==> src/rtl/seg_pkg.sv <==
// seg_pkg: shared seven-segment definitions for the display encoder and the
// capture monitor.
//   SEG_HEX   - active-low ABCDEFG codes for hex digits 0..F (bit 6 = A, bit 0 = G)
//   SEG_BLANK - all segments off
//   state_t   - capture FSM states
package seg_pkg;

  localparam logic [6:0] SEG_BLANK = 7'b1111111;

  localparam logic [6:0] SEG_HEX [16] = '{
    7'b0000001,  // 0
    7'b1001111,  // 1
    7'b0010010,  // 2
    7'b0000110,  // 3
    7'b1001100,  // 4
    7'b0100100,  // 5
    7'b0100000,  // 6
    7'b0001111,  // 7
    7'b0000000,  // 8
    7'b0000100,  // 9
    7'b0001000,  // A
    7'b1100000,  // b
    7'b0110001,  // C
    7'b1000010,  // d
    7'b0110000,  // E
    7'b0111000   // F
  };

  typedef enum logic [1:0] {
    IDLE,
    TRACK,
    HOLD
  } state_t;

endpackage

==> src/rtl/seg2hex.sv <==
// seg2hex: combinational decode of an active-low ABCDEFG pattern.
// Ports:
//   pattern  in   7  segment pattern, active low
//   code     out  4  hex value when is_hex is set, otherwise 0
//   is_hex   out  1  pattern is one of the 16 hex codes
//   is_blank out  1  pattern has all segments off
module seg2hex
  import seg_pkg::*;
(
  input  logic [6:0] pattern,
  output logic [3:0] code,
  output logic       is_hex,
  output logic       is_blank
);

  always_comb begin
    code   = '0;
    is_hex = 1'b0;
    for (int unsigned i = 0; i < 16; i++) begin
      if (pattern == SEG_HEX[i]) begin
        code   = 4'(i);
        is_hex = 1'b1;
      end
    end
    is_blank = (pattern == SEG_BLANK);
  end

endmodule

==> src/rtl/seg_display_capture.sv <==
// seg_display_capture: monitors the multiplexed 7-segment display drive,
// debounces each scan slot and records the hex value shown on every digit.
// Parameters:
//   NUM_DIGITS    number of anode enables / captured digits
//   STABLE_CYCLES consecutive identical samples required before a capture (>= 1)
// Ports:
//   clk      in   1             system clock, rising edge
//   reset    in   1             synchronous active-high reset
//   segment  in   7             ABCDEFG pattern, active low
//   digit    in   NUM_DIGITS    anode enables, active low
//   values   out  4*NUM_DIGITS  captured hex nibble per digit
//   valid    out  NUM_DIGITS    digit last captured a hex pattern
//   blank    out  NUM_DIGITS    digit last captured all segments off
//   bad      out  NUM_DIGITS    digit last captured an unrecognised pattern
//   update   out  1             one-cycle pulse per capture
//   frame    out  1             one-cycle pulse when all digits have been captured
// Optional feature (macro SEG_CAPTURE_DP_EN):
//   dp       in   1             decimal point, active low
//   dp_vals  out  NUM_DIGITS    decimal point state captured per digit
module seg_display_capture #(
  parameter int NUM_DIGITS    = 8,
  parameter int STABLE_CYCLES = 4
) (
  input  logic                    clk,
  input  logic                    reset,
  input  logic [6:0]              segment,
  input  logic [NUM_DIGITS-1:0]   digit,
  output logic [4*NUM_DIGITS-1:0] values,
  output logic [NUM_DIGITS-1:0]   valid,
  output logic [NUM_DIGITS-1:0]   blank,
  output logic [NUM_DIGITS-1:0]   bad,
  output logic                    update,
  output logic                    frame
`ifdef SEG_CAPTURE_DP_EN
  ,
  input  logic                    dp,
  output logic [NUM_DIGITS-1:0]   dp_vals
`endif
);

  import seg_pkg::*;

  localparam int CW = $clog2(STABLE_CYCLES + 1);

  logic [6:0]            seg_q, seg_p;
  logic [NUM_DIGITS-1:0] dig_q, dig_p;
`ifdef SEG_CAPTURE_DP_EN
  logic                  dp_q, dp_p;
`endif

  state_t                state;
  logic [CW-1:0]         count;
  logic [CW-1:0]         cnt_next;
  logic [CW-1:0]         cnt_inc;
  logic                  do_cap;
  logic                  onehot;
  logic                  same;
  logic [NUM_DIGITS-1:0] sel;
  logic [NUM_DIGITS-1:0] seen;
  logic [NUM_DIGITS-1:0] seen_next;

  logic [3:0]            code;
  logic                  is_hex;
  logic                  is_blank;

  // Input stage; reset values are a non-selecting sample so that a full
  // stability window is needed again after reset.
  always_ff @(posedge clk) begin
    if (reset) begin
      seg_q <= SEG_BLANK;
      seg_p <= SEG_BLANK;
      dig_q <= '1;
      dig_p <= '1;
`ifdef SEG_CAPTURE_DP_EN
      dp_q  <= 1'b1;
      dp_p  <= 1'b1;
`endif
    end else begin
      seg_q <= segment;
      seg_p <= seg_q;
      dig_q <= digit;
      dig_p <= dig_q;
`ifdef SEG_CAPTURE_DP_EN
      dp_q  <= dp;
      dp_p  <= dp_q;
`endif
    end
  end

  seg2hex u_seg2hex (
    .pattern  (seg_q),
    .code     (code),
    .is_hex   (is_hex),
    .is_blank (is_blank)
  );

  assign sel       = ~dig_q;
  assign onehot    = $onehot(sel);
  assign seen_next = seen | sel;
  assign cnt_inc   = count + CW'(1);

`ifdef SEG_CAPTURE_DP_EN
  assign same = (seg_q == seg_p) && (dig_q == dig_p) && (dp_q == dp_p);
`else
  assign same = (seg_q == seg_p) && (dig_q == dig_p);
`endif

  // Count/capture decision. Entering from IDLE always starts a fresh window
  // at 1, so an equal sample straddling a reset or an idle gap never counts
  // twice. HOLD keeps count at STABLE_CYCLES so no second capture occurs.
  always_comb begin
    cnt_next = count;
    do_cap   = 1'b0;
    if (!onehot) begin
      cnt_next = '0;
    end else if (state == IDLE || !same) begin
      cnt_next = CW'(1);
      do_cap   = (STABLE_CYCLES == 1);
    end else if (state == TRACK) begin
      cnt_next = cnt_inc;
      do_cap   = (cnt_inc == CW'(STABLE_CYCLES));
    end
  end

  always_ff @(posedge clk) begin
    if (reset) begin
      state   <= IDLE;
      count   <= '0;
      values  <= '0;
      valid   <= '0;
      blank   <= '0;
      bad     <= '0;
      update  <= 1'b0;
      frame   <= 1'b0;
      seen    <= '0;
`ifdef SEG_CAPTURE_DP_EN
      dp_vals <= '0;
`endif
    end else begin
      update <= 1'b0;
      frame  <= 1'b0;
      count  <= cnt_next;

      if (!onehot) begin
        state <= IDLE;
      end else if (do_cap) begin
        state <= HOLD;
      end else if (state == IDLE || !same) begin
        state <= TRACK;
      end

      if (do_cap) begin
        update <= 1'b1;
        for (int unsigned i = 0; i < NUM_DIGITS; i++) begin
          if (sel[i]) begin
            if (is_hex) begin
              values[4*i +: 4] <= code;
            end
            valid[i] <= is_hex;
            blank[i] <= is_blank;
            bad[i]   <= !is_hex && !is_blank;
`ifdef SEG_CAPTURE_DP_EN
            dp_vals[i] <= ~dp_q;
`endif
          end
        end
        if (&seen_next) begin
          frame <= 1'b1;
          seen  <= '0;
        end else begin
          seen  <= seen_next;
        end
      end
    end
  end

endmodule
==> config.mk <==
export PLATFORM = sky130hd
export DESIGN_NAME = seg_display_capture
export DESIGN_NICKNAME = d
export VERILOG_FILES = /design/src/rtl/seg_pkg.sv /design/src/rtl/seg2hex.sv /design/src/rtl/seg_display_capture.sv
export SDC_FILE = /design/constraint.sdc
export NUM_CORES = 1
export LEC_CHECK = 0
export ABC_AREA = 0
export CORE_MARGIN = 2
export CORE_UTILIZATION = 40
export CTS_BUF_LIST = sky130_fd_sc_hd__clkbuf_2
export DETAILED_ROUTE_END_ITERATION = 12
export PLACE_DENSITY_LB_ADDON = 0.1
export SLEW_MARGIN = 20
export SYNTH_ARGS = -nofsm -noshare
export SYNTH_HDL_FRONTEND = slang
export SYNTH_SLANG_ARGS = --single-unit
export TNS_END_PERCENT = 50
==> constraint.sdc <==
create_clock -name clk -period 4.4 [get_ports clk]
set_input_delay 0.66 -clock clk [delete_from_list [all_inputs] [get_ports clk]]
set_output_delay 0.66 -clock clk [all_outputs]
set_load 0.1 [all_outputs]
==> metrics.md, run 1 <==
| Metric | Value |
|---|---|
| Run status | finished clean |
| Synthesized area | 4210 sq um |
| Htree depth | 3 |
| Tightest Pin Transition | 981 ps |
| Via count | 3,515 |
| Critical path startpoint category | register |
| Clock transition at the registers of the reported paths | 270 ps |
| CTS tree | yes |
| Endpoints failing hold | 0 |
| Post-synthesis sequential area ratio | 48.0% |
| Layout cells sized above 1 | 14.0% |
| DRT Wirelength | 10,600 um |
| Placed Instances | 663 |
| Tmin final | 4220 ps |
| Yosys warning total | 0 |
| First-pass GRT wire length | 17,000 um |
| GPL Wtd Cong | 0.855 |
| CP Capture Type | register |
| Setup Crit Path Kind | register to register |
| Slew Viols, Final | 0 |
| Max Clk Rate | 0.237 GHz |
| TritonRoute pass-1 iters | 4 |
| Cell Pwr Density | 300 nW/um^2 |
| Syn Inst Count | 466 |
| Core Region | 10,300 sq um |
| Hold-fix buffers at CTS | 0 |
| Initial Util | 41.0% |
| Via/cell ratio | 5.18 |
| Rows | 37 |
| TritonCTS Buffers | 9 |
| Top area cells in the synthesized netlist | dfxtp_1 48%, xor2_1 3.7%, or2_2 3.6% |
| Boundary pin count | 75 |
| P_leak | 1.82 nW |
| Die Span Y | 107 um |
| Synth cell types | 50 |
| Clk_lat worst skew | 560 ps |
| Yosys reg bits | 101 |
| VDD IR-drop max | 0.000142 V |
| CP max FO | 11 |
| Setup TNS | 0 ps |
| Async S/R FF share, synth | 0% |
| Number of synthesized flops with an enable pin | 0 |
| Final core utilization | 51.5% |
| Diode count | 0 |
| Largest area contributor in the netlist | dfxtp_1 |
| Crit share post-route | 95.8% |
| Max Cap Viol | 0 |
| Die span in x | 107 um |
| Synthesis-to-finish area growth | 25.7% |
| RSZ-0062 raised after global routing | no |
| I/O Buffers | 74 |
| Grt total ovfl | 0 |
| HPWL after DPL | 7480 um |
| DR WL/cell | 15.6 um |
| Top FF cell, synth | dfxtp_1 |
| Largest net degree at the start of global routing | 41 |
| Drt drc | 0 |
| Synth top area share | 48.0% |
| Arrival time worst endpoint | 4710 ps |
| Clk root buf | clkbuf_2 |
| ANT nets after route | 0 |
| GRT Total Usage | 19.0% |
| Required @ worst endpoint | 4890 ps |
| Post-Layout Cell Count | 679 |
| Longest Clk Path Bufs | 2 |
| Die area | 11,400 sq um |
| Rel. slew slack | 34.4% |
| Worst Skew | 31.6 ps |
| DRT iter0 DRCs | 164 |
| Mean area per synthesized cell | 9.03 sq um |
| Number of global-route vias before repair | 3,331 |
| Post-CTS Setup Inserts | 0 |
| Hold WC Path Type | register to register |
| Endpoints failing setup | 0 |
| Syn_nets | 492 |
| Nets | 565 |
| Initial antenna violation count | 0 |
| Sink Count | 101 |
[repair_timing]
| item | in CTS | in global routing |
|---|---|---|
| pin swaps | 0 | 5 |
| cloned | 0 | 1 |
| endpoints found under the setup margin | 17 | 36 |
| resized for setup | 1 | 8 |
[final cells by class]
type,count,area (sq um)
Sequential cell,101,2020
Clock inverter,6,88.8
Tap cell,136,170
Clock buffer,9,45.0
Timing Repair Buffer,96,906
Fill cell,1005,4990
Multi-Input combinational cell,302,1950
Inverter,29,109
[stage by stage]
step                      cell area [sq um]  setup WS (ps)  total power, W  hold slack (ps)
after detailed placement               5120          -24.4         0.00111              443
after global placement                 5120            117         0.00111              438
final                                  5290            183         0.00159              468
after CTS                              5260           72.5         0.00159              472
after floorplan                        4210           97.4         0.00107              431
after global routing                   5290           19.5         0.00165              494
[kinds of logic (layout without fill, tap and decap cells)]
| kind of cell | Yosys count | count (layout) | share of synthesized area [%] |
|---|---|---|---|
| and+or+nand+nor | 158 | 159 | 21.1 |
| AOI/OAI and AO/OA | 113 | 113 | 16.4 |
| DFF | 101 | 101 | 48.0 |
| buffers and inverters | 64 | 140 | 6.63 |
| xor gates and xnor gates | 19 | 19 | 3.95 |
| adders and majority gates | 10 | 10 | 3.63 |
| muxes | 1 | 1 | 0.238 |
[critical path: stages (launching register included)]
cell     delay, ps
dfxtp_2        390
inv_1           60
fa_1           550
fa_1           420
fa_1           440
ha_1           210
fa_1           460
and3b_1        240
a41oi_2        130
or2_4          320
buf_4          180
or3_4          380
or2_4          260
a21oi_1        110
[flip-flops by register name (all words and copies together), names as in the netlist]
name / cells
dig_p: 8
bad: 8
values: 32
update: 1
blank: 8
valid: 8
dig_q: 8
frame: 1
state: 2
seg_q: 7
seg_p: 7
seen: 8
count: 3
[final timing paths]
kind | startpoint | end | slack [ps] | cells past startpoint
setup / recovery | dig_q[0] | valid[5] | 180 | 13
hold / removal | values[6] | values[6] | 470 | 2
setup reg to reg | dig_q[0] | valid[5] | 180 | 13
hold reg to reg | values[6] | values[6] | 470 | 2
[cell usage after synthesis, types with 3 or more instances]
library cell,instances
dfxtp_1,101
nand2_1,32
a21oi_1,29
inv_1,28
or2_2,24
clkbuf_1,23
o22ai_1,21
nor2_1,20
o21ai_1,18
xor2_1,18
o211ai_1,16
or3_1,16
nand3_1,11
nor4_1,11
nor3_1,10
o21ai_0,10
o21a_1,9
or2_1,9
buf_2,7
ha_1,5
nor4b_1,5
fa_1,4
buf_6,3
nand4_1,3
nor4_2,3
or4_1,3
[cell usage in the layout, fill, tap and decap left out, drive strengths merged, types with 3 or more instances in the layout]
cell,n
or2,34
o21a,9
o21ai,28
buf,22
nor4b,5
or3,16
o22ai,21
fa,4
clkbuf,9
nor3,10
nor4,14
nor2,20
nand3,11
a21oi,29
or4,3
xor2,18
nand4,4
dfxtp,101
ha,5
nand2,32
clkdlybuf4s50,74
o211ai,16
clkinv,3
inv,29
[power breakdown]
group	switching, W	internal [W]	total (W)
sequential	0.0000250	0.000935	0.000960
combinational	0.0000740	0.0000668	0.000141
clock	0.000303	0.000185	0.000488
[routing by layer]
metal	vias up	part of all wire, %	routed length (um)	global-route usage, %
met5	-	0	0	0
met4	0	1.7	176	7.05
met3	15	4.8	505	3.22
met2	92	45	4740	29.9
met1	1633	49	5140	26.1
li1	1775	-	-	-
(Power assumes the default switching activity.)
==> run 2: changes to the inputs <==
Settings changed: ABC_CLOCK_PERIOD_IN_PS set to 4400, CORE_MARGIN 2 to 4.
==> run 2 against run 1 <==
Against the previous run: clock skew is 7.5 ps higher; clock-buffer cell count rose by 2; critical endpoint is now valid[6]; hold slack got worse by 1.3 ps; highest routed layer unchanged; global-route usage decreased by 2.1 points; routed wire length rose by 0.64%; critical path type unchanged; die area increased by 7.6%.
==> metrics.md, run 2 (same netlist as run 1, synthesis figures left out) <==
| Metric | Value |
|---|---|
| Placed Instances | 661 |
| Slowest CP cell | fa_1 |
| Worst Skew | 39.2 ps |
| Clock group share of total power | 28.0% |
| Pre-CTS setup slack | -38.6 ps |
| Initial Util | 41.0% |
| Boundary pin count | 75 |
| Rows | 37 |
| HPWL after DPL | 7510 um |
| Combinational Power Share | 9.4% |
| Longest Clk Path Bufs | 2 |
| First-pass GRT wire length | 16,900 um |
| Max Cap Viol | 0 |
| Final worst slack | 104 ps |
| Synthesis-to-finish area growth | 24.9% |
| Via count | 3,510 |
| CP Capture Type | register |
| DRT iter0 DRCs | 238 |
| Final instance area | 5260 sq um |
| Initial antenna violation count | 0 |
| Psw | 0.000398 W |
| Largest register FFs | 32 |
| Clk_lat worst skew | 590 ps |
| DRT Wirelength | 10,600 um |
| Setup TNS | 0 ps |
| Hold-fix buffers at CTS | 0 |
| P_leak | 1.80 nW |
| Hold WC Path Type | register to register |
| Endpoints failing hold | 0 |
| Endpoints failing setup | 0 |
| Die area | 12,200 sq um |
| Cell Int Power | 0.00113 W |
| TritonCTS Buffers | 9 |
| I/O Buffers | 74 |
| Slew Viols, Final | 0 |
| Crit-path leading delay family | adder cells |
| Die span in x | 111 um |
| Rel. slew slack | 33.9% |
| Sink Count | 101 |
| Largest net degree at the start of global routing | 41 |
| Tightest Pin Transition | 988 ps |
| # fillers | 974 |
| Number of global-route vias before repair | 3,234 |
| Placed cell area | 5110 sq um |
| Post-Layout Cell Count | 678 |
| Die Span Y | 111 um |
| Run status | finished clean |
| Clock transition at the registers of the reported paths | 250 ps |
| TritonRoute pass-1 iters | 4 |
| GRT Total Usage | 16.9% |
| Net Sw Frac | 26.0% |
| Flop pwr share | 62.6% |
| CP max FO | 5 |
| Commonest non-fill, non-tap cell in the layout | dfxtp_1 |
| Nets | 564 |
| Diode count | 0 |
| DR WL/cell | 15.7 um |
| Via/cell ratio | 5.18 |
| GPL Wtd Cong | 0.799 |
| Setup Crit Path Kind | register to register |
| ANT nets after route | 0 |
| Commonest non-fill, non-tap cells in the layout | 100 x dfxtp_1, 74 x clkdlybuf4s50_1, 32 x nand2_1, 29 x a21oi_1, 28 x inv_1 |
| Layout cells sized above 1 | 14.0% |
| Clk root buf | clkbuf_2 |
| Most flops, register | values |
| CP Buf/Inv Count | 2 |
| Cell Chain, Critical Path | inv_1 > fa_1 > fa_1 > fa_1 > ha_2 > fa_1 > and3b_1 > a41oi_2 > or2_4 > buf_4 > or3_1 > or2_1 > a21oi_1 |
| Core Region | 10,300 sq um |
| VDD IR-drop max | 0.000106 V |
| Crit share post-route | 97.6% |
| Critical path startpoint category | register |
| CTS tree | yes |
| Slowest stage delay, CP | 540 ps |
| Drt drc | 0 |
| Required @ worst endpoint | 4900 ps |
| Arrival time worst endpoint | 4800 ps |
| CP dominant cell by count | fa_1 |
| Grt total ovfl | 0 |
| Cell Pwr Density | 291 nW/um^2 |
| Max Clk Rate | 0.233 GHz |
| Post-CTS Setup Inserts | 0 |
| Htree depth | 3 |
| Tmin final | 4300 ps |
| Final Total Pwr | 0.00153 W |
run 2: repair_timing:
action                     in CTS  in global routing
pin swaps                       0                  6
setup endpoints to repair      13                 33
gates resized for setup         1                  7
cloned                          0                  2
run 2: power groups by stage:
stage               sequential, W  clock [W]  combinational (W)
floorplan                0.000964          0           0.000101
global placement         0.000976          0           0.000129
detailed placement       0.000976          0           0.000133
CTS                      0.000959   0.000435           0.000134
global route             0.000964   0.000469           0.000158
finish                   0.000959   0.000428           0.000144
run 2: routing by layer:
metal  share of wire, %  up-vias  GRT usage [%]
li1                   -     1768              -
met4                1.2        0           5.25
met3                5.0       13           3.84
met2                 46       79           26.6
met1                 47     1650           23.1
met5                  0        -              0
run 2: cell type report:
cell class	count	area, sq um	share of cell area [%]
Sequential cell	101	2020	38.5
Multi-Input combinational cell	303	1960	37.3
Timing Repair Buffer	94	891	16.9
Tap cell	136	170	3.24
Inverter	29	109	2.07
Clock buffer	11	55.1	1.05
Clock inverter	4	50.0	0.952
run 2: tightest hold or removal path: cells and delay by family, from the launching register on:
family                 cells  cell delay (ps)
buffers and inverters      1               50
AO/OA/AOI/OAI              1               50
flip-flops                 1              360
run 2: stage by stage:
step | hold slack, ps | util, %
2_1_floorplan | 431 | -
3_3_place_gp | 437 | 49.7
3_5_place_dp | 443 | 49.7
4_1_cts | 468 | 50.8
5_1_grt | 495 | 51.2
6_report | 467 | 51.2
run 2: path summary, 6_finish.rpt:
path	from	endpoint	slack (ps)	depth (start not counted)
setup / recovery	dig_q[1]	valid[6]	100	13
hold / removal	values[26]	values[26]	470	2
setup reg to reg	dig_q[1]	valid[6]	100	13
hold reg to reg	values[26]	values[26]	470	2
==> run 3: changes to the inputs <==
Settings changed: CORE_UTILIZATION 40 to 49, SKIP_LAST_GASP set to 1.
==> run 3 against run 2 <==
Against the previous run: sequential cell count unchanged; die area decreased by 17%; clock skew decreased by 1.7 ps; worst setup slack got worse by 11 ps; routed wire length decreased by 2.6%; non-clock buffer count decreased by 3; clock-buffer cell count decreased by 2; first-iteration DRC count increased by 43%.
==> metrics.md, run 3 (same netlist as run 1, synthesis figures left out) <==
| Metric | Value |
|---|---|
| Rows | 33 |
| Final worst slack | 93.0 ps |
| Final Total Pwr | 0.00154 W |
| DRT iter0 DRCs | 341 |
| Max Cap Viol | 0 |
| Required @ worst endpoint | 4860 ps |
| Worst R2R Path Depth | 14 |
| CP Depth | 14 |
| Hold WC Path Type | register to register |
| Crit share post-route | 97.9% |
| Longest Clk Path Bufs | 2 |
| Via/cell ratio | 5.50 |
| Die span in x | 101 um |
| RR Endpoint | blank[0] |
| Endpoints failing setup | 0 |
| Arrival time worst endpoint | 4760 ps |
| R2R setup slack | 90 ps |
| Layout cells sized above 1 | 13.0% |
| GPL Wtd Cong | 0.814 |
| Crit-path leading delay family | adder cells |
| P_leak | 1.79 nW |
| Slowest CP cell | fa_1 |
| Combinational Power Share | 8.9% |
| Clock group share of total power | 29.0% |
| Initial Util | 50.7% |
| Tightest Pin Transition | 999 ps |
| Tmin final | 4310 ps |
| Most flops, register | values |
| Setup crit end | blank[0] |
| Htree depth | 3 |
| Setup Crit Path Kind | register to register |
| DRT Wirelength | 10,400 um |
| Cell Int Power | 0.00113 W |
| VDD IR-drop max | 0.000168 V |
| Setup TNS | 0 ps |
| Diode count | 0 |
| CP dominant cell by count | fa_1 |
| Worst r2r src | dig_q[0] |
| Grt total ovfl | 0 |
| Hold Crit Depth | 2 |
| Slew Viols, Final | 0 |
| DR WL/cell | 16.1 um |
| Initial antenna violation count | 0 |
| HPWL after DPL | 7580 um |
| TritonCTS Buffers | 9 |
| Net Sw Frac | 26.5% |
| Clk_lat worst skew | 560 ps |
| I/O Buffers | 74 |
| Placed cell area | 5050 sq um |
| Largest register FFs | 32 |
| Clk root buf | clkbuf_2 |
| Max Clk Rate | 0.232 GHz |
| Synthesis-to-finish area growth | 23.5% |
| Nets | 559 |
| CP max FO | 23 |
| Core Region | 8300 sq um |
| Commonest non-fill, non-tap cell in the layout | dfxtp_1 |
| Pre-CTS setup slack | 14.4 ps |
| Commonest non-fill, non-tap cells in the layout | 100 x dfxtp_1, 74 x clkdlybuf4s50_1, 32 x nand2_1, 29 x a21oi_1, 28 x inv_1 |
| Number of global-route vias before repair | 3,306 |
| Endpoints failing hold | 0 |
| Boundary pin count | 75 |
| Clock transition at the registers of the reported paths | 290 ps |
| Hold slack final | 471 ps |
| CP Buf/Inv Count | 3 |
| Die Span Y | 101 um |
| Worst Skew | 37.4 ps |
| Psw | 0.000410 W |
| RSZ-0062 raised after global routing | yes |
| CTS tree | yes |
| First-pass GRT wire length | 16,900 um |
| Crit. Startpoint | dig_q[0] |
| Drt drc | 0 |
| TritonRoute pass-1 iters | 4 |
| ANT nets after route | 0 |
| CP Capture Type | register |
| Sink Count | 101 |
| Run status | finished clean |
| Flop pwr share | 62.2% |
| # fillers | 754 |
| GRT Total Usage | 21.0% |
| Cell Chain, Critical Path | inv_1 > fa_1 > fa_1 > fa_1 > ha_1 > fa_1 > nor4b_2 > a41oi_1 > or2_1 > buf_4 > or3_1 > buf_4 > a21oi_1 > nor2_1 |
| Largest net degree at the start of global routing | 41 |
| Die area | 10,100 sq um |
| Cell Pwr Density | 297 nW/um^2 |
| Via count | 3,537 |
| Critical path startpoint category | register |
| Slowest stage delay, CP | 560 ps |
| Final instance area | 5200 sq um |
| Rel. slew slack | 33.2% |
run 3: changes by cell type in the layout (fill, tap and decap cells not counted), moves of 3 or more:
cell	previous run	this run
o21ai_0	10	6
o21ai_1	18	22
buf_4	20	17
or3_1	14	11
or3_4	2	5
run 3: routing by layer:
layer  global-route usage (%)  part of all wire (%)  wire [um]
met1                     28.5                    47       4820
met2                     34.9                    48       4920
met3                     2.84                   4.7        487
met4                     6.22                   1.2        124
met5                        0                     0          0
run 3: tightest hold or removal path: stages (launching register included):
cell and delay (ps):
dfxtp_1 380, inv_1 50, o22ai_1 50
run 3: metrics by stage:
step | utilization, % | std cells
detailed placement | 60.8 | 627
global placement | 60.8 | 627
finish | 62.7 | 643
floorplan | - | 466
CTS | 62.3 | 643
global route | 62.7 | 643
run 3: worst min-delay path by stage:
stage / start / endpoint / slack, ps
2_1_floorplan: state[1] / state[1] / 430
3_3_place_gp: values[26] / values[26] / 440
3_5_place_dp: values[2] / values[2] / 440
4_1_cts: values[2] / values[2] / 470
5_1_grt: values[6] / values[6] / 490
6_report: values[2] / values[2] / 470
run 3: repair_timing:
item                                    CTS  global route
hold buffers                              0             0
endpoints found under the setup margin    0            61
setup buffers                             0             0
resized for setup                         0            11
run 3: cell type report:
class | count | area, sq um | area share (%)
sequential | 101 | 2020 | 38.9
multi-input combinational | 301 | 1950 | 37.5
timing repair buffer | 91 | 868 | 16.7
tap | 105 | 131 | 2.53
inverter | 29 | 109 | 2.09
clock inverter | 7 | 75.1 | 1.44
clock buffer | 9 | 45.0 | 0.866
run 3: power by group through the flow:
stage / Sequential (W) / Clock [W] / Combinational (W)
3_5_place_dp: 0.000976 / 0 / 0.000133
5_1_grt: 0.000964 / 0.000494 / 0.000152
2_1_floorplan: 0.000964 / 0 / 0.000101
4_1_cts: 0.000959 / 0.000453 / 0.000134
6_report: 0.000960 / 0.000447 / 0.000137
3_3_place_gp: 0.000975 / 0 / 0.000127
